[src/rtl/char_stream_tx_pkg.sv]
// Shared types and constants for the POV character-load producer.
package char_stream_tx_pkg;

    localparam int unsigned ASCII_W       = 7;
    localparam int unsigned DEFAULT_DEPTH = 16;

    typedef enum logic [1:0] {
        S_IDLE,
        S_WAIT,
        S_FETCH,
        S_EMIT
    } state_t;

endpackage

[src/rtl/char_msg_ram.sv]
// Message buffer: one write port, one synchronous read port, read-before-write.
module char_msg_ram
    import char_stream_tx_pkg::*;
#(
    parameter int unsigned DEPTH = DEFAULT_DEPTH,
    parameter int unsigned AW    = 4
) (
    input  logic               i_clk,
    input  logic               i_wr_en,
    input  logic [AW-1:0]      i_wr_addr,
    input  logic [ASCII_W-1:0] i_wr_data,
    input  logic               i_rd_en,
    input  logic [AW-1:0]      i_rd_addr,
    output logic [ASCII_W-1:0] o_rd_data
);

    logic [ASCII_W-1:0] r_mem [DEPTH];
    logic [ASCII_W-1:0] r_rd_data;

    // Both updates are non-blocking, so a same-address read sees the old word.
    always_ff @(posedge i_clk) begin
        if (i_wr_en) r_mem[i_wr_addr] <= i_wr_data;
        if (i_rd_en) r_rd_data <= r_mem[i_rd_addr];
    end

    assign o_rd_data = r_rd_data;

endmodule

[src/rtl/char_stream_tx.sv]
// Streams the host-written message one character per scanner request, wrapping
// at the latched length so the text repeats every revolution.
module char_stream_tx
    import char_stream_tx_pkg::*;
#(
    parameter int unsigned DEPTH = DEFAULT_DEPTH,
    parameter int unsigned AW    = 4
) (
    input  logic               Clock,
    input  logic               Reset,
    input  logic               WrEn,
    input  logic [AW-1:0]      WrAddr,
    input  logic [ASCII_W-1:0] WrData,
    input  logic [AW:0]        MsgLen,
    input  logic               Start,
    input  logic               Stop,
    input  logic               CharReq,
    output logic               LoadChar,
    output logic [ASCII_W-1:0] Ascii,
    output logic               Busy,
    output logic               Wrap,
    output logic [AW-1:0]      Index
);

    localparam logic [AW:0] DEPTH_L = (AW+1)'(DEPTH);

    state_t             r_state, w_next;
    logic [AW:0]        r_len, w_len_next, w_len_in;
    logic [AW-1:0]      r_index, w_idx_next;
    logic               r_pend, w_pend_next;
    logic               w_rd_en, w_load, w_start, w_last;
    logic [ASCII_W-1:0] w_rd_data;
    logic               r_load, r_wrap, r_busy;
    logic [ASCII_W-1:0] r_ascii;

    char_msg_ram #(
        .DEPTH (DEPTH),
        .AW    (AW)
    ) u_ram (
        .i_clk     (Clock),
        .i_wr_en   (WrEn),
        .i_wr_addr (WrAddr),
        .i_wr_data (WrData),
        .i_rd_en   (w_rd_en),
        .i_rd_addr (r_index),
        .o_rd_data (w_rd_data)
    );

    assign w_len_in = (MsgLen > DEPTH_L) ? DEPTH_L : MsgLen;
    assign w_start  = Start && !Stop && (MsgLen != '0);
    assign w_last   = ({1'b0, r_index} == (r_len - 1'b1));

    always_comb begin
        w_next      = r_state;
        w_rd_en     = 1'b0;
        w_load      = 1'b0;
        w_pend_next = r_pend;
        w_idx_next  = r_index;
        w_len_next  = r_len;
        case (r_state)
            S_IDLE: begin
                if (w_start) w_next = S_WAIT;
            end
            S_WAIT: begin
                if (Stop) begin
                    w_next      = S_IDLE;
                    w_pend_next = 1'b0;
                end else if (CharReq || r_pend) begin
                    w_next      = S_FETCH;
                    w_pend_next = 1'b0;
                    w_rd_en     = 1'b1;
                end
            end
            S_FETCH: begin
                if (Stop) begin
                    w_next      = S_IDLE;
                    w_pend_next = 1'b0;
                end else begin
                    w_next = S_EMIT;
                    w_load = 1'b1;
                    if (CharReq) w_pend_next = 1'b1;
                end
            end
            S_EMIT: begin
                w_idx_next = w_last ? '0 : r_index + 1'b1;
                if (Stop) begin
                    w_next      = S_IDLE;
                    w_pend_next = 1'b0;
                end else begin
                    w_next = S_WAIT;
                    if (CharReq) w_pend_next = 1'b1;
                end
            end
            default: w_next = S_IDLE;
        endcase
        // A valid Start restarts from any state; the visible EMIT strobe is already registered.
        if (w_start) begin
            w_next      = S_WAIT;
            w_idx_next  = '0;
            w_pend_next = 1'b0;
            w_len_next  = w_len_in;
            w_rd_en     = 1'b0;
            w_load      = 1'b0;
        end
    end

    always_ff @(posedge Clock) begin
        if (Reset) r_state <= S_IDLE;
        else       r_state <= w_next;
    end

    always_ff @(posedge Clock) begin
        if (Reset) begin
            r_load  <= 1'b0;
            r_wrap  <= 1'b0;
            r_busy  <= 1'b0;
            r_ascii <= '0;
            r_index <= '0;
            r_len   <= '0;
            r_pend  <= 1'b0;
        end else begin
            r_load  <= w_load;
            r_wrap  <= w_load && w_last;
            r_busy  <= (w_next != S_IDLE);
            if (w_load) r_ascii <= w_rd_data;
            r_index <= w_idx_next;
            r_len   <= w_len_next;
            r_pend  <= w_pend_next;
        end
    end

    assign LoadChar = r_load;
    assign Ascii    = r_ascii;
    assign Busy     = r_busy;
    assign Wrap     = r_wrap;
    assign Index    = r_index;

endmodule
[config.mk]
export PLATFORM = sky130hd
export DESIGN_NAME = char_stream_tx
export DESIGN_NICKNAME = d
export VERILOG_FILES = /design/src/rtl/char_stream_tx_pkg.sv /design/src/rtl/char_msg_ram.sv /design/src/rtl/char_stream_tx.sv
export SDC_FILE = /design/constraint.sdc
export NUM_CORES = 1
export LEC_CHECK = 0
export BUFFER_PORTS_ARGS = -buffer_cell sky130_fd_sc_hd__buf_2
export CAP_MARGIN = 20
export CORE_MARGIN = 2
export CORE_UTILIZATION = 52
export DETAILED_ROUTE_END_ITERATION = 8
export HOLD_SLACK_MARGIN = 0.08
export PLACE_DENSITY = 0.7
export SYNTH_ARGS = -nofsm -noshare
export SYNTH_HDL_FRONTEND = slang
export SYNTH_SLANG_ARGS = --single-unit
[constraint.sdc]
create_clock -name Clock -period 2 [get_ports Clock]
set_input_delay 0.4 -clock Clock [delete_from_list [all_inputs] [get_ports Clock]]
set_output_delay 0.4 -clock Clock [all_outputs]
set_load 0.03 [all_outputs]
==> results of run 1 <==
## state kept, by name (all words and copies together) (netlist names), 2 cells and up
name / flops
u_ram.o_rd_data: 7
Ascii: 7
u_ram.r_mem: 112
r_state: 2
r_len: 5
Index: 4
## cell type report
class                      count  share of cell area
multi-input combinational    143               0.230
timing repair buffer          61              0.0609
clock buffer                  25              0.0725
clock inverter                 7             0.00935
sequential                   141               0.600
tap                          140              0.0262
inverter                       2             0.00112
## worst register-to-register path: stages, from the launching register on
cell,delay [ns]
dfxtp_2,0.40
buf_12,0.18
mux4_1,0.60
mux4_2,0.49
## stage by stage
| stage | hold WS (ns) | utilization | instance area [sq um] | instances | total power, mW |
|---|---|---|---|---|---|
| 2_1_floorplan | 0.446 | - | 5640 | 298 | 3.39 |
| 3_3_place_gp | 0.462 | 0.574 | 6140 | 487 | 3.48 |
| 3_5_place_dp | 0.477 | 0.574 | 6140 | 487 | 3.49 |
| 4_1_cts | 0.114 | 0.625 | 6690 | 519 | 6.32 |
| 5_1_grt | 0.136 | 0.626 | 6690 | 519 | 6.49 |
| 6_report | 0.156 | 0.626 | 6690 | 519 | 6.26 |
## synthesized netlist by cell type (all sizes together) (3+ instances only)
library cell / number / area [sq um]
nor3: 8 / 40.0
mux2i: 7 / 70.1
o21ai: 3 / 18.8
edfxtp: 119 / 3570
nand3b: 7 / 52.6
a21oi: 10 / 50.1
nand2b: 5 / 33.8
mux4: 35 / 878
buf: 9 / 72.6
dfxtp: 22 / 440
nand3: 4 / 20.0
nand2: 16 / 60.1
nor2: 26 / 97.6
xor2: 3 / 26.3
clkbuf: 3 / 11.3
## how the worst max path moves through the flow
stage | end | startpoint | slack [ns] | cells past startpoint
floorplan | u_ram.o_rd_data[4] | Index[0] | 0.03 | 4
global placement | u_ram.o_rd_data[6] | MsgLen[2] | 0.05 | 5
detailed placement | u_ram.o_rd_data[6] | MsgLen[4] | 0.05 | 5
CTS | u_ram.o_rd_data[3] | Index[0] | 0.06 | 3
global route | Index[3] | r_len[1] | 0.005 | 7
finish | u_ram.o_rd_data[0] | Index[0] | 0.07 | 3
## repair_timing
item | in CTS | in global routing
buffers inserted | 0 | 0
endpoints found under the setup margin | 0 | 5
resized for setup | 0 | 2
endpoints found under the hold margin | 0 | 0
## placed cells by master, fill, tap and decap left out, types with 2 or more instances in the layout
master     instances
nor2_1            26
buf_2             35
xnor2_1            2
nand3_1            4
nor2b_1            2
dfxtp_2            2
dfxtp_1           20
inv_1              2
clkbuf_8           3
a21oi_1           10
ha_1               2
edfxtp_1         119
buf_4             23
mux4_2            11
o21ai_0            2
buf_12             3
xor2_1             3
nand3b_1           7
clkinv_2           5
nand2b_1           4
nor3_1             7
clkbuf_16         17
clkbuf_1           5
mux4_1            24
mux2i_1            7
nand2_1           16
## routing by layer
layer	routed length, um	share of wire	track usage	up-vias
met3	743	0.068	0.0579	2
li1	-	-	-	1355
met5	0	0	0	-
met2	5280	0.48	0.322	114
met4	29	0.0027	0.0586	0
met1	4850	0.44	0.293	1522
## cell families (layout without fill, tap and decap cells)
family | after synthesis | count (layout) | share of synthesized area
simple gates | 74 | 74 | 0.0649
compound gates | 20 | 20 | 0.0258
flops | 141 | 141 | 0.713
mux | 42 | 42 | 0.168
fa+ha+maj | 2 | 2 | 0.00444
xor+xnor | 5 | 5 | 0.00778
buf+inv | 14 | 95 | 0.0162
## power by group
part           switching [mW]  leakage (nW)  internal, mW
clock                    1.06         0.271          1.78
sequential             0.0169          1.25          3.24
combinational           0.109         0.807        0.0621
total                    1.18          2.33          5.08
==> results_dict.tcl, run 1 <==
set metrics [dict create \
    finalSetupTns_ns 0 \
    required_ns 2.24 \
    worstRegToRegCells 3 \
    setup_ws_ns 0.0688 \
    rsz0062_at_grt "false" \
    r2r-end "u_ram.o_rd_data[0]" \
    area_growth_pct 18.8 \
    arrival_ns 2.17 \
    netlist_instances 298 \
    crit_chain "buf_12 -> mux4_1 -> mux4_2" \
    clkSlewWorstSetupHoldPaths_ns 0.05 \
    skew_ns 0.0143 \
    ant_nets 0 \
    synthArstFlopShare 0 \
    avgRoutedWirePerCell_um 21.0 \
    hold_path_class "input pin to flop" \
    drive_above_1_share 0.290 \
    syn_avg_cell_area_sq_um 18.9 \
    viasPerCell 5.77 \
    die-area_sq_um 11700 \
    fillers 734 \
    rows 38 \
    core-area_sq_um 10700 \
    dp_hpwl_um 7160 \
    hold_path_depth 3 \
    multi_input_area_sq_um 1540 \
    ctsHoldBuffers 0 \
    slew_headroom 0.762 \
    powerDensity_nw_per_um2 935 \
    ys_ff_latch 141 \
    antenna_found_initial 0 \
    fin_crit_sh 0.966 \
    clkLatencyLatePin_ns 0.51 \
    io_pins 36 \
    end_kind "flop" \
    fmax_mhz 518 \
    initial_utilization 0.527 \
    syn_nets 322 \
    critPathKind "flop to flop" \
    cts_tree "built" \
    yosysWarnings 0 \
    drt_pass1_iterations 4 \
    synth_edf_count 119 \
    yosysSeqAreaShare 0.713 \
    drv_cap 0 \
    htree_num_levels 4 \
    crit_buf_inv 1 \
    grt_pass1_vias 2955 \
    yosysUniqueCellTypes 38 \
    start_kind "flop" \
    cp_max_fo 14 \
    status "finished clean" \
    numClockSinks 141 \
    grt_max_degree 33 \
    routabilityCongestion 0.758 \
    r2r_start "Index[0]" \
    crit_family "multiplexers" \
    grtUsageTotal 0.207 \
    register_area_sq_um 4020 \
    cts_buffers 17 \
    period_minus_slack_ns 1.93 \
    min_to "r_pend" \
    slew_violations 0 \
    dpl_worst_slack_ns 0.0490 \
    mappedNetlistArea_sq_um 5630 \
    n_antenna_cell 0 \
    grt_first_pass_wirelength_um 16900 \
    hold_viol 0 \
    hold_start "CharReq" \
    die_x_um 108 \
    drt_wl_total_um 10900 \
    setup_viol 0 \
    drt_iter0_drc 247 \
    slowest_stage "mux4_1" \
    cts_root_buffer "clkbuf_8" \
    grt_overflow 0 \
    num_vias 2993 \
    fin_nets 390 \
    tightest_slew_ns 0.357 \
    r2r_setup_slack_ns 0.07 \
    synth_ff_type "edfxtp_1" \
    port_buffers 35 \
    cts_buffer_depth 2 \
    drc 0 \
    die_y_um 108 \
    critical-path-max-stage-delay_ns 0.59 \
    power.leakage_nw 2.33 \
    ir_drop_mv 0.591 \
]
Power figures use the tool's default switching activity.
==> run 2: changes to the inputs <==
Settings changed: PLACE_DENSITY 0.7 to 0.67.
Clock period 2 ns to 2.25 ns, I/O delays scaled along.
==> run 2 against run 1 <==
Net effect:
- critical path depth increased by 4
- via count decreased by 3.4%
- hold slack improved by 0.042 ns
- largest power group unchanged
- highest routed layer unchanged
==> results_dict.tcl, run 2 (synthesized netlist as in run 1, its figures left out) <==
set metrics [dict create \
    htree_num_levels 4 \
    critical-path-max-stage-delay_ns 0.42 \
    drt_wl_total_um 10600 \
    slew_headroom 0.642 \
    fmax_mhz 509 \
    rows 38 \
    hold_path_depth 3 \
    initial_utilization 0.527 \
    fin_crit_sh 0.873 \
    avgRoutedWirePerCell_um 20.6 \
    start_kind "flop" \
    drt_iter0_drc 292 \
    grtUsageTotal 0.203 \
    hold_viol 0 \
    crit_family "compound AO/OA/AOI/OAI gates" \
    grt_max_degree 33 \
    cts_root_buffer "clkbuf_8" \
    die_x_um 108 \
    powerDensity_nw_per_um2 849 \
    slowest_stage "dfxtp_1" \
    slew_violations 0 \
    drc 0 \
    cp.depth 7 \
    cp_max_fo 6 \
    ctsHoldBuffers 0 \
    drive_above_1_share 0.269 \
    power_frac_clock 0.462 \
    status "finished clean" \
    switching_share 0.188 \
    final_cell_mix "edfxtp_1, buf_2, nor2_1, mux4_1, buf_4" \
    worstRegToRegCells 7 \
    hold_path_class "input pin to flop" \
    r2r_start "r_len[0]" \
    drv_cap 0 \
    dp_hpwl_um 6760 \
    ant_nets 0 \
    critPathKind "flop to flop" \
    core-area_sq_um 10700 \
    grt_first_pass_wirelength_um 16600 \
    grt_pass1_vias 3001 \
    dpl_worst_slack_ns 0.253 \
    crit_path_end "Index[3]" \
    ir_drop_mv 0.648 \
    drt_pass1_iterations 4 \
    routabilityCongestion 0.744 \
    r2r-end "Index[3]" \
    die_y_um 108 \
    io_pins 36 \
    arrival_ns 2.37 \
    final_common_cell "edfxtp_1" \
    largest_register "u_ram.r_mem" \
    seq_power_share 0.511 \
    startpoint "r_len[0]" \
    r2r_setup_slack_ns 0.29 \
    cts_buffer_depth 2 \
    numClockSinks 141 \
    cts_buffers 17 \
    crit_buf_inv 1 \
    crit_chain "inv_1 -> ha_1 -> o21ba_2 -> a221oi_1 -> o2111ai_1 -> nand3_1 -> a31oi_1" \
    clkSlewWorstSetupHoldPaths_ns 0.06 \
    switchingPower_mw 1.06 \
    largest_register_ffs 112 \
    cts_resized 0 \
    area_growth_pct 18.2 \
    fillers 775 \
    final_cell_count_no_fill 516 \
    rsz0062_at_grt "false" \
    setup_ws_ns 0.286 \
    skew_ns 0.00474 \
    die-area_sq_um 11700 \
    required_ns 2.65 \
    power.leakage_nw 2.31 \
    setup_viol 0 \
    p_int_mw 4.59 \
    port_buffers 35 \
    viasPerCell 5.60 \
    n_antenna_cell 0 \
    cts_setup_buffers 0 \
    cts_tree "built" \
    final_area_sq_um 6660 \
    end_kind "flop" \
    antenna_found_initial 0 \
    tightest_slew_ns 0.537 \
    clkLatencyLatePin_ns 0.52 \
    finalSetupTns_ns 0 \
    comb_power_share 0.027 \
    fin_nets 388 \
    period_minus_slack_ns 1.96 \
    num_vias 2891 \
    grt_overflow 0 \
    placed_area_sq_um 6110 \
    place_inst 485 \
]
==> run 2: changes by cell type in the layout (fill, tap and decap cells not counted), sizes merged <==
cell / change
clkbuf: -4
bufinv: +2
buf: -2
clkinv: +1
==> run 2: worst min-delay path by stage <==
stage | endpoint | slack [ns] | start
finish | r_pend | 0.20 | CharReq
global route | r_pend | 0.19 | CharReq
CTS | r_pend | 0.16 | CharReq
detailed placement | r_pend | 0.47 | r_pend
global placement | r_pend | 0.46 | r_pend
floorplan | r_len[1] | 0.45 | r_len[1]
==> run 2: tightest hold or removal path: stages <==
cell,delay (ns)
buf_2,0.11
nand2_1,0.05
a21oi_1,0.05
==> run 2: layer usage <==
layer	GRT usage	wire, um
met3	0.0579	438
met5	0	0
met4	0.0723	119
met2	0.330	5360
met1	0.264	4700
==> run 2: area by class of cell <==
class                           count  area [sq um]  area share
Sequential cell                   141          4020       0.603
Multi-Input combinational cell    143          1530       0.229
Clock buffer                       21           429      0.0645
Timing Repair Buffer               59           380      0.0571
Tap cell                          140           175      0.0263
Clock inverter                     10           123      0.0184
Inverter                            2          7.51     0.00113
==> run 2: power groups by stage <==
stage	sequential, mW	clock (mW)	combinational (mW)
final	2.89	2.61	0.150
after global routing	2.89	2.80	0.165
after CTS	2.89	2.67	0.152
after detailed placement	2.95	0	0.152
after global placement	2.94	0	0.143
after floorplan	2.94	0	0.0666
==> run 2: through the flow <==
stage	util	hold slack [ns]	power, mW
after floorplan	-	0.446	3.01
after global placement	0.571	0.461	3.09
after detailed placement	0.571	0.467	3.10
after CTS	0.622	0.162	5.71
after global routing	0.622	0.188	5.86
final	0.622	0.198	5.66
